File: src/rtl/riscv_pkg.sv
// Shared fetch-path types and constants.
// Latency: n/a (types, constants and a pure helper function only).
// Backpressure: n/a.
package riscv_pkg;

  localparam int CPU_ADDR_BITS   = 32;
  localparam int CPU_INST_BITS   = 32;
  localparam int FETCH_PKT_BYTES = 8;
  localparam int FETCH_PKT_BITS  = 2 * CPU_INST_BITS;
  localparam int FETCH_OFF_BITS  = $clog2(FETCH_PKT_BYTES);

  // Packet handed to the instruction buffer: inst0 address, inst0-invalid flag, {inst1, inst0}
  typedef struct packed {
    logic [CPU_ADDR_BITS-1:0]  addr;
    logic                      kill;
    logic [FETCH_PKT_BITS-1:0] data;
  } fetch_pkt_t;

  // Tag remembered per in-flight request so the response can be paired with its PC
  typedef struct packed {
    logic [CPU_ADDR_BITS-1:0] addr;
    logic                     kill;
  } fetch_tag_t;

  // RUN: every response is live. DRAIN: stale responses from before a redirect still to discard.
  typedef enum logic {
    FETCH_RUN   = 1'b0,
    FETCH_DRAIN = 1'b1
  } fetch_state_t;

  // Round an address down to its packet boundary
  function automatic logic [CPU_ADDR_BITS-1:0] pkt_align(input logic [CPU_ADDR_BITS-1:0] a);
    return {a[CPU_ADDR_BITS-1:FETCH_OFF_BITS], {FETCH_OFF_BITS{1'b0}}};
  endfunction

endpackage

File: src/rtl/fetch_resp_queue.sv
// Small synchronous FIFO with a synchronous clear; head is visible combinationally from storage.
// Latency: a push is visible at the head the cycle after it is written (no bypass).
// Backpressure: push into a full queue is ignored unless a pop happens the same cycle; clear wins.
module fetch_resp_queue
  import riscv_pkg::*;
#(
  parameter int WIDTH = $bits(fetch_pkt_t),
  parameter int DEPTH = 2
) (
  input  logic                     clk,
  input  logic                     rst,
  input  logic                     clr,
  input  logic                     push_vld,
  input  logic [WIDTH-1:0]         push_dat,
  input  logic                     pop_vld,
  output logic [WIDTH-1:0]         head_dat,
  output logic                     head_vld,
  output logic [$clog2(DEPTH):0]   count
);

  localparam int AW = $clog2(DEPTH);

  logic [WIDTH-1:0] mem [DEPTH];
  logic [AW:0]      wr_ptr;
  logic [AW:0]      rd_ptr;
  logic             full;
  logic             do_push;
  logic             do_pop;

  assign count    = wr_ptr - rd_ptr;
  assign full     = (count == (AW + 1)'(DEPTH));
  assign head_vld = (count != '0);
  assign head_dat = mem[rd_ptr[AW-1:0]];
  assign do_pop   = pop_vld && head_vld;
  assign do_push  = push_vld && (!full || do_pop);

  // Pointer update; the extra wrap bit distinguishes full from empty
  always_ff @(posedge clk) begin
    if (rst || clr) begin
      wr_ptr <= '0;
      rd_ptr <= '0;
    end else begin
      if (do_push) wr_ptr <= wr_ptr + 1'b1;
      if (do_pop)  rd_ptr <= rd_ptr + 1'b1;
    end
  end

  // Payload storage; contents are don't-care while the slot is empty, so no reset
  always_ff @(posedge clk) begin
    if (do_push) mem[wr_ptr[AW-1:0]] <= push_dat;
  end

endmodule

File: src/rtl/fetch_unit.sv
// Fetch PC owner: issues aligned 2-instruction ICache requests and pushes in-order packets to the buffer.
// Latency: ICache response -> icache_dout_val 1 cycle; first request the cycle after rst drops.
// Backpressure: credit limit MAX_INFLIGHT over outstanding + queued; head holds while !inst_buffer_rdy.
// Optional FETCH_PERF_EN adds perf_fetch_pkts / perf_stall_cycles counters.
module fetch_unit
  import riscv_pkg::*;
#(
  parameter logic [31:0] RESET_PC     = 32'h0000_0000,
  parameter int          MAX_INFLIGHT = 2
) (
  input  logic        clk,
  input  logic        rst,
  input  logic        redirect_val,
  input  logic [31:0] redirect_pc,
  output logic        icache_req_val,
  output logic [31:0] icache_req_addr,
  input  logic        icache_req_rdy,
  input  logic        icache_resp_val,
  input  logic [63:0] icache_resp_data,
  output logic [31:0] pc,
  output logic [63:0] icache_dout,
  output logic        icache_dout_val,
  input  logic        inst_buffer_rdy,
  output logic        fetch_inst0_kill
`ifdef FETCH_PERF_EN
  ,
  output logic [31:0] perf_fetch_pkts,
  output logic [31:0] perf_stall_cycles
`endif
);

  localparam int CW = $clog2(MAX_INFLIGHT) + 1;

  fetch_state_t  state;
  logic [31:0]   fetch_pc;
  logic          kill_pending;
  logic [CW-1:0] outstanding;
  logic [CW-1:0] drop_cnt;
  logic [CW-1:0] drop_next;
  logic [CW-1:0] q_count;
  logic [CW-1:0] tag_count;
  logic [CW:0]   credits_used;
  logic          issue;
  logic          resp_keep;
  logic          pop;
  logic          tag_vld;
  fetch_tag_t    tag_in;
  fetch_tag_t    tag_head;
  fetch_pkt_t    pkt_in;
  fetch_pkt_t    pkt_head;

  // Credits cover requests in the ICache plus packets waiting here, so a response always has a slot
  assign credits_used    = {1'b0, outstanding} + {1'b0, q_count};
  assign icache_req_val  = !rst && !redirect_val && (credits_used < (CW + 1)'(MAX_INFLIGHT));
  assign icache_req_addr = fetch_pc;
  assign issue           = icache_req_val && icache_req_rdy;

  // A response arriving with a redirect is stale by definition; in DRAIN it belongs to the old path
  assign resp_keep = icache_resp_val && !redirect_val && (state == FETCH_RUN);
  assign pop       = icache_dout_val && inst_buffer_rdy;
  assign drop_next = outstanding - CW'(icache_resp_val);

  assign tag_in = '{addr: fetch_pc, kill: kill_pending};
  assign pkt_in = '{addr: tag_head.addr, kill: tag_head.kill, data: icache_resp_data};

  fetch_resp_queue #(
    .WIDTH ($bits(fetch_tag_t)),
    .DEPTH (MAX_INFLIGHT)
  ) u_tag_fifo (
    .clk      (clk),
    .rst      (rst),
    .clr      (redirect_val),
    .push_vld (issue),
    .push_dat (tag_in),
    .pop_vld  (resp_keep),
    .head_dat (tag_head),
    .head_vld (tag_vld),
    .count    (tag_count)
  );

  fetch_resp_queue #(
    .WIDTH ($bits(fetch_pkt_t)),
    .DEPTH (MAX_INFLIGHT)
  ) u_out_queue (
    .clk      (clk),
    .rst      (rst),
    .clr      (redirect_val),
    .push_vld (resp_keep),
    .push_dat (pkt_in),
    .pop_vld  (pop),
    .head_dat (pkt_head),
    .head_vld (icache_dout_val),
    .count    (q_count)
  );

  assign pc               = pkt_head.addr;
  assign icache_dout      = pkt_head.data;
  assign fetch_inst0_kill = icache_dout_val && pkt_head.kill;

  // Fetch PC, credit accounting and the RUN/DRAIN stale-response tracker
  always_ff @(posedge clk) begin
    if (rst) begin
      state        <= FETCH_RUN;
      fetch_pc     <= pkt_align(RESET_PC);
      kill_pending <= 1'b0;
      outstanding  <= '0;
      drop_cnt     <= '0;
    end else begin
      outstanding <= outstanding + CW'(issue) - CW'(icache_resp_val);
      if (redirect_val) begin
        fetch_pc     <= pkt_align(redirect_pc);
        kill_pending <= redirect_pc[2];
        drop_cnt     <= drop_next;
        state        <= (drop_next != '0) ? FETCH_DRAIN : FETCH_RUN;
      end else begin
        if (issue) begin
          fetch_pc     <= fetch_pc + 32'd8;
          kill_pending <= 1'b0;
        end
        if (icache_resp_val && state == FETCH_DRAIN) begin
          drop_cnt <= drop_cnt - 1'b1;
          if (drop_cnt == CW'(1)) state <= FETCH_RUN;
        end
      end
    end
  end

`ifdef FETCH_PERF_EN
  // Delivered-packet and buffer-stall counters; free-running, wrap naturally
  always_ff @(posedge clk) begin
    if (rst) begin
      perf_fetch_pkts   <= '0;
      perf_stall_cycles <= '0;
    end else begin
      if (pop) perf_fetch_pkts <= perf_fetch_pkts + 32'd1;
      if (icache_dout_val && !inst_buffer_rdy) perf_stall_cycles <= perf_stall_cycles + 32'd1;
    end
  end
`endif

  // The ICache only answers requests it was given
  a_no_spurious_resp: assert property (@(posedge clk) disable iff (rst)
    !(icache_resp_val && outstanding == '0));

  // Live tags are exactly the outstanding requests not marked for dropping
  a_tag_count: assert property (@(posedge clk) disable iff (rst)
    tag_count == outstanding - drop_cnt);

  // A kept response always finds its tag
  a_tag_present: assert property (@(posedge clk) disable iff (rst)
    resp_keep |-> tag_vld);

  // Redirect targets are instruction aligned
  a_redirect_align: assert property (@(posedge clk) disable iff (rst)
    redirect_val |-> redirect_pc[1:0] == 2'b00);

endmodule

File: config.mk
export PLATFORM = sky130hd
export DESIGN_NAME = fetch_unit
export DESIGN_NICKNAME = d
export VERILOG_FILES = /design/src/rtl/riscv_pkg.sv /design/src/rtl/fetch_resp_queue.sv /design/src/rtl/fetch_unit.sv
export SDC_FILE = /design/constraint.sdc
export NUM_CORES = 1
export LEC_CHECK = 0
export BUFFER_PORTS_ARGS = -buffer_cell sky130_fd_sc_hd__buf_2
export CAP_MARGIN = 40
export CELL_PAD_IN_SITES_DETAIL_PLACEMENT = 1
export CELL_PAD_IN_SITES_GLOBAL_PLACEMENT = 1
export CORE_MARGIN = 5
export CORE_UTILIZATION = 49
export CTS_BUF_LIST = sky130_fd_sc_hd__clkbuf_16
export DETAILED_ROUTE_END_ITERATION = 10
export PLACE_DENSITY_LB_ADDON = 0.3
export REMOVE_ABC_BUFFERS = 1
export SETUP_SLACK_MARGIN = 0.02
export SLEW_MARGIN = 20
export SYNTH_ARGS = -nofsm -noshare
export SYNTH_HDL_FRONTEND = slang
export SYNTH_SLANG_ARGS = --single-unit
File: constraint.sdc
create_clock -name clk -period 14.4 [get_ports clk]
set_input_delay 2.88 -clock clk [delete_from_list [all_inputs] [get_ports clk]]
set_output_delay 2.88 -clock clk [all_outputs]
set_load 0.02 [all_outputs]
==> flow_summary.json, run 1 <==
{
  "powerDensity_nw_per_um2": 131,
  "synth_enable_flop_cells": 248,
  "grt_pass1_vias": 7232,
  "post-route-util": 0.598,
  "ios": 233,
  "cp.required_ns": 11.52,
  "vias": 6646,
  "tightest_slew_ns": 0.773,
  "clkPwrFrac": 0.391,
  "min_period_over_period": 0.480,
  "final_cells": 1270,
  "clock_sinks": 293,
  "ys_warn_count": 0,
  "dp_hpwl_mm": 18.3,
  "p_int_mw": 1.42,
  "ys.flop_type": "edfxtp_1",
  "max_slew_margin": 0.483,
  "placed_area_um2": 13000,
  "syn_area_per_cell_um2": 16.6,
  "core_area_um2": 23300,
  "fin_skew_ns": 0.00812,
  "wl_per_cell_um": 20.8,
  "initial_utilization": 0.493,
  "worstSetupPathDepth": 4,
  "start_kind": "primary input",
  "fin_crit_ns": 6.91,
  "critPathArrivalTime_ns": 4.03,
  "gp_congestion": 0.749,
  "finalSetupTns_ns": 0,
  "synth_seq_cells": 293,
  "async_flop_share": 0,
  "grt-ovfl-total": 0,
  "dieArea_um2": 26600,
  "grt_start_max_net_pins": 58,
  "rr_worst_depth": 9,
  "crit_fanout": 34,
  "seqCellArea_um2": 8350,
  "worst_slack_ns": 7.49,
  "total_power_mw": 1.83,
  "synth_top_area_frac": 0.650,
  "cp_num_buf_inv": 2,
  "ant_nets": 0,
  "swShare": 0.220,
  "grt_pass1_wl_mm": 40.6,
  "outcome": "completed",
  "critPathTopFamily": "buffers and inverters",
  "diodes": 0,
  "multiInputGateArea_um2": 2950,
  "drt_pass1_iterations": 6,
  "htreeDepth": 1,
  "post-synth-top-count-cell": "edfxtp_1",
  "min-delay-start": "kill_pending",
  "rsz0062_at_grt": "no",
  "clock-root-buffer": "clkbuf_16",
  "syn_area_um2": 11500,
  "cts_resized": 0,
  "post-cts-setup-buffers": 0,
  "min_path_cells": 0,
  "pre_cts_slack_ns": 7.50,
  "cts_tree": "done",
  "synth.cells.most_frequent": "edfxtp_1 (248), mux2_2 (124), dfxtp_1 (45)",
  "power.leakage_nw": 5.03,
  "synth_area_leaders": "edfxtp_1 (65%), mux2_2 (12%), dfxtp_1 (7.9%)",
  "placed_cells": 1218,
  "power_frac_comb": 0.077,
  "drive_above_1_share": 0.438,
  "antenna_found_initial": 0,
  "whs_endpoint": "u_tag_fifo.mem[0][0]",
  "ys_types": 51,
  "cp-end-kind": "output pin",
  "io_buffers": 224,
  "rows": 56,
  "die_w_um": 163,
  "area_growth_pct": 21.4,
  "nFillCells": 2235,
  "hold_slack_ns": 0.464,
  "clk_latency_ns": 0.53,
  "cts_buffers": 30,
  "synth-seq-area-share": 0.728,
  "hold_buffers": 0,
  "r2r_setup_slack_ns": 10.33,
  "finalInstanceArea_um2": 13900,
  "crit_chain": "buf_2, nor2_1, and3_1, buf_2",
  "r2r_start": "u_out_queue.wr_ptr[0]",
  "die_h_um": 163,
  "finalMaxSlewViolations": 0,
  "reg2reg_to": "u_tag_fifo.mem[0][26]",
  "crit_slowest_cell": "buf_2",
  "cts_buffer_depth": 3,
  "p_seq_frac": 0.532,
  "p_switching_mw": 0.402,
  "vias_per_cell": 5.23,
  "drtIter0Drc": 350,
  "final_nets": 1040,
  "yosys.area.top_type": "edfxtp_1",
  "min_path_type": "register to register",
  "cp_slowest_stage_delay_ns": 0.58,
  "grtUsageTotal": 0.194,
  "drc": 0,
  "netlist_instances": 692,
  "max_freq_mhz": 145,
  "totalWireLength_mm": 26.4,
  "cap_violations": 0,
  "setup_viol": 0,
  "vdd_drop_max_uv": 91.2,
  "worst_path_most_repeated_cell": "buf_2",
  "clkTransAtPathRegs_ns": 0.06,
  "finalHoldViolCount": 0,
  "path_class": "primary input to output pin"
}
[cells in the final DEF (no fill, tap or decap), types with 3 or more instances in the layout]
cell       count
buf_4          7
nand2b_1       3
edfxtp_1     248
dfxtp_1       44
o21ai_1        4
buf_2        224
inv_1         17
clkbuf_16     31
a211oi_2       3
xor2_1        14
nor4_2         3
nor2_1        36
mux2_2       124
conb_1         6
ha_1           6
mux2i_1        6
xnor2_1       17
nand4_1       14
and3_1         7
a211oi_1      10
nand3_1       16
nor3_2         3
nand2_1       33
nor3_1         6
clkinv_1      11
a21oi_1       18
[routing by layer]
metal	up-vias	global-route usage	wire length, µm
met1	3328	0.246	10900
met2	189	0.345	13500
met5	-	0	0
met3	34	0.0420	1610
met4	0	0.0423	447
li1	3095	-	-
[cell families (layout without fill, tap and decap cells)]
| group | Yosys count | after routing | synth area share |
|---|---|---|---|
| flops | 293 | 293 | 0.728 |
| simple gates | 139 | 139 | 0.0666 |
| mux | 132 | 132 | 0.129 |
| buf+inv | 45 | 299 | 0.0176 |
| compound gates | 43 | 43 | 0.0243 |
| xor+xnor | 32 | 32 | 0.0256 |
| fa+ha+maj | 7 | 7 | 0.00830 |
| other cells | 1 | 6 | 0.000327 |
[layout make-up]
| cell class | count | area share |
|---|---|---|
| multi-input combinational | 359 | 0.212 |
| sequential | 293 | 0.600 |
| clock inverter | 21 | 0.00980 |
| tap | 319 | 0.0287 |
| timing repair buffer | 234 | 0.0897 |
| clock buffer | 31 | 0.0557 |
| inverter | 13 | 0.00378 |
[flip-flops by register name (all words and copies together), names as in the netlist, named ones only]
name and count:
u_out_queue.mem 188, u_tag_fifo.mem 60, icache_req_addr 29, drop_cnt 2, outstanding 2, u_out_queue.rd_ptr 2
u_out_queue.wr_ptr 2, u_tag_fifo.rd_ptr 2, u_tag_fifo.wr_ptr 2, kill_pending 1, state 1
[power groups by stage]
stage               sequential (mW)  combinational, mW  clock (mW)
global placement              0.987              0.135           0
floorplan                     0.992             0.0754           0
CTS                           0.972              0.142       0.736
detailed placement            0.989              0.140           0
finish                        0.972              0.140       0.715
global route                  0.975              0.152       0.772
[how the worst max path moves through the flow]
stage / from / to / slack, ns
2_1_floorplan: redirect_val / u_out_queue.mem[1][0] / 6.51
3_3_place_gp: rst / icache_req_val / 7.52
3_5_place_dp: rst / icache_req_val / 7.50
4_1_cts: rst / icache_req_val / 7.50
5_1_grt: rst / icache_req_val / 7.40
6_report: rst / icache_req_val / 7.49
Note: power is estimated with default switching activity, not from simulation.
==> run 2, diff against run 1 <==
CORE_UTILIZATION = 41   (was 49)
clock period = 6 ns   (was 14.4 ns; I/O delays follow)
==> run 2 against run 1 <==
Combinational power grew 140%; worst setup slack lost 5.7 ns; design area grew 0.92%; flip-flop and latch count is the same; largest cell class unchanged.
==> flow_summary.json, run 2 (same netlist as run 1, synthesis figures left out) <==
{
  "outcome": "completed",
  "dp_hpwl_mm": 18.2,
  "rows": 61,
  "min-delay-start": "kill_pending",
  "cp.required_ns": 6.20,
  "layout_common_cells": "edfxtp_1 (248), buf_2 (224), mux2_2 (124), dfxtp_1 (44), nor2_1 (36)",
  "critPathArrivalTime_ns": 4.37,
  "gp_congestion": 0.736,
  "drt_pass1_iterations": 4,
  "dieArea_um2": 31400,
  "final_cells": 1337,
  "clock-root-buffer": "clkbuf_16",
  "drtIter0Drc": 258,
  "fin_skew_ns": 0.00978,
  "vias_per_cell": 4.91,
  "max_freq_mhz": 240,
  "final_common_cell": "edfxtp_1",
  "clkTransAtPathRegs_ns": 0.06,
  "grt_pass1_wl_mm": 40.2,
  "wl_per_cell_um": 19.7,
  "ios": 233,
  "die_w_um": 177,
  "htreeDepth": 1,
  "worst_slack_ns": 1.83,
  "vias": 6567,
  "max_slew_margin": 0.467,
  "ant_nets": 0,
  "area_growth_pct": 22.5,
  "die_h_um": 177,
  "totalWireLength_mm": 26.3,
  "finalHoldViolCount": 0,
  "finalSetupTns_ns": 0,
  "placed_cells": 1279,
  "setup.worst_path.start": "u_out_queue.wr_ptr[0]",
  "start_kind": "register",
  "power.leakage_nw": 5.08,
  "path_class": "register to register",
  "fin_crit_ns": 4.17,
  "cap_violations": 0,
  "r2r_setup_slack_ns": 1.83,
  "largest_reg_flops": 188,
  "hold_slack_ns": 0.453,
  "clock_sinks": 293,
  "cts_buffers": 31,
  "min_period_over_period": 0.695,
  "pre_cts_slack_ns": 1.83,
  "clk_latency_ns": 0.53,
  "cp-end-kind": "register",
  "rsz0062_at_grt": "no",
  "post-route-util": 0.507,
  "min_path_type": "register to register",
  "vdd_drop_max_uv": 224,
  "tightest_slew_ns": 0.797,
  "final_nets": 1043,
  "r2r_start": "u_out_queue.wr_ptr[0]",
  "cts_buffer_depth": 3,
  "powerDensity_nw_per_um2": 317,
  "hold_buffers": 0,
  "initial_utilization": 0.414,
  "core_area_um2": 27700,
  "grtUsageTotal": 0.163,
  "grt_pass1_vias": 6980,
  "drc": 0,
  "antenna_found_initial": 4,
  "drive_above_1_share": 0.438,
  "grt_start_max_net_pins": 76,
  "grt-ovfl-total": 0,
  "post-cts-setup-buffers": 0,
  "crit_fanout": 23,
  "setup_viol": 0,
  "cts_tree": "done",
  "io_buffers": 224,
  "cts_resized": 0,
  "finalMaxSlewViolations": 0
}
-- run 2: cell types whose count changed in the layout (fill, tap and decap cells not counted) --
| cell | previous run | this run |
|---|---|---|
| buf_12 | 1 | 2 |
| buf_4 | 7 | 8 |
| inv_1 | 17 | 22 |
| nor3_2 | 3 | 4 |
| clkinv_2 | 1 | 2 |
| clkinvlp_4 | 1 | 0 |
| buf_8 | 0 | 1 |
| buf_16 | 2 | 1 |
| diode_2 | 0 | 1 |
| bufinv_16 | 2 | 3 |
| clkinv_1 | 11 | 10 |
| nor3_4 | 1 | 0 |
-- run 2: area by class of cell --
class / instances / area, µm²
antenna: 1 / 2.50
inverter: 13 / 52.6
clock buffer: 31 / 776
sequential: 293 / 8350
tap: 378 / 473
clock inverter: 26 / 179
fill: 2759 / 13700
timing repair buffer: 236 / 1260
multi-input combinational: 359 / 2950
-- run 2: worst paths after layout --
check	to	cells past startpoint
setup / recovery	u_tag_fifo.mem[0][0]	9
hold / removal	u_tag_fifo.mem[1][0]	0
setup reg to reg	u_tag_fifo.mem[0][0]	9
hold reg to reg	u_tag_fifo.mem[1][0]	0
-- run 2: stage by stage --
stage / total power [mW] / cell area, µm²
after floorplan: 2.56 / 11300
after global placement: 2.70 / 13000
after detailed placement: 2.72 / 13100
after CTS: 4.51 / 14000
after global routing: 4.64 / 14000
final: 4.45 / 14000
-- run 2: critical path, stage by stage, from the launching register on --
cell	delay (ns)
dfxtp_1	0.31
inv_1	0.13
ha_1	0.17
xnor3_1	0.30
fa_1	0.59
nand3_1	0.51
nor2_1	0.55
inv_1	0.18
nor3_2	0.62
buf_4	0.44
-- run 2: per-layer routing --
layer	up-vias	GRT usage	part of all wire
li1	3096	-	-
met1	3253	0.205	0.41
met2	182	0.291	0.50
met3	30	0.0410	0.069
met4	6	0.0261	0.010
met5	-	0	0.0013
-- run 2: where the power goes --
group | switching [mW] | internal (mW) | leakage, nW
Clock | 0.724 | 1.05 | 0.507
Combinational | 0.208 | 0.130 | 1.94
Sequential | 0.0453 | 2.28 | 2.64
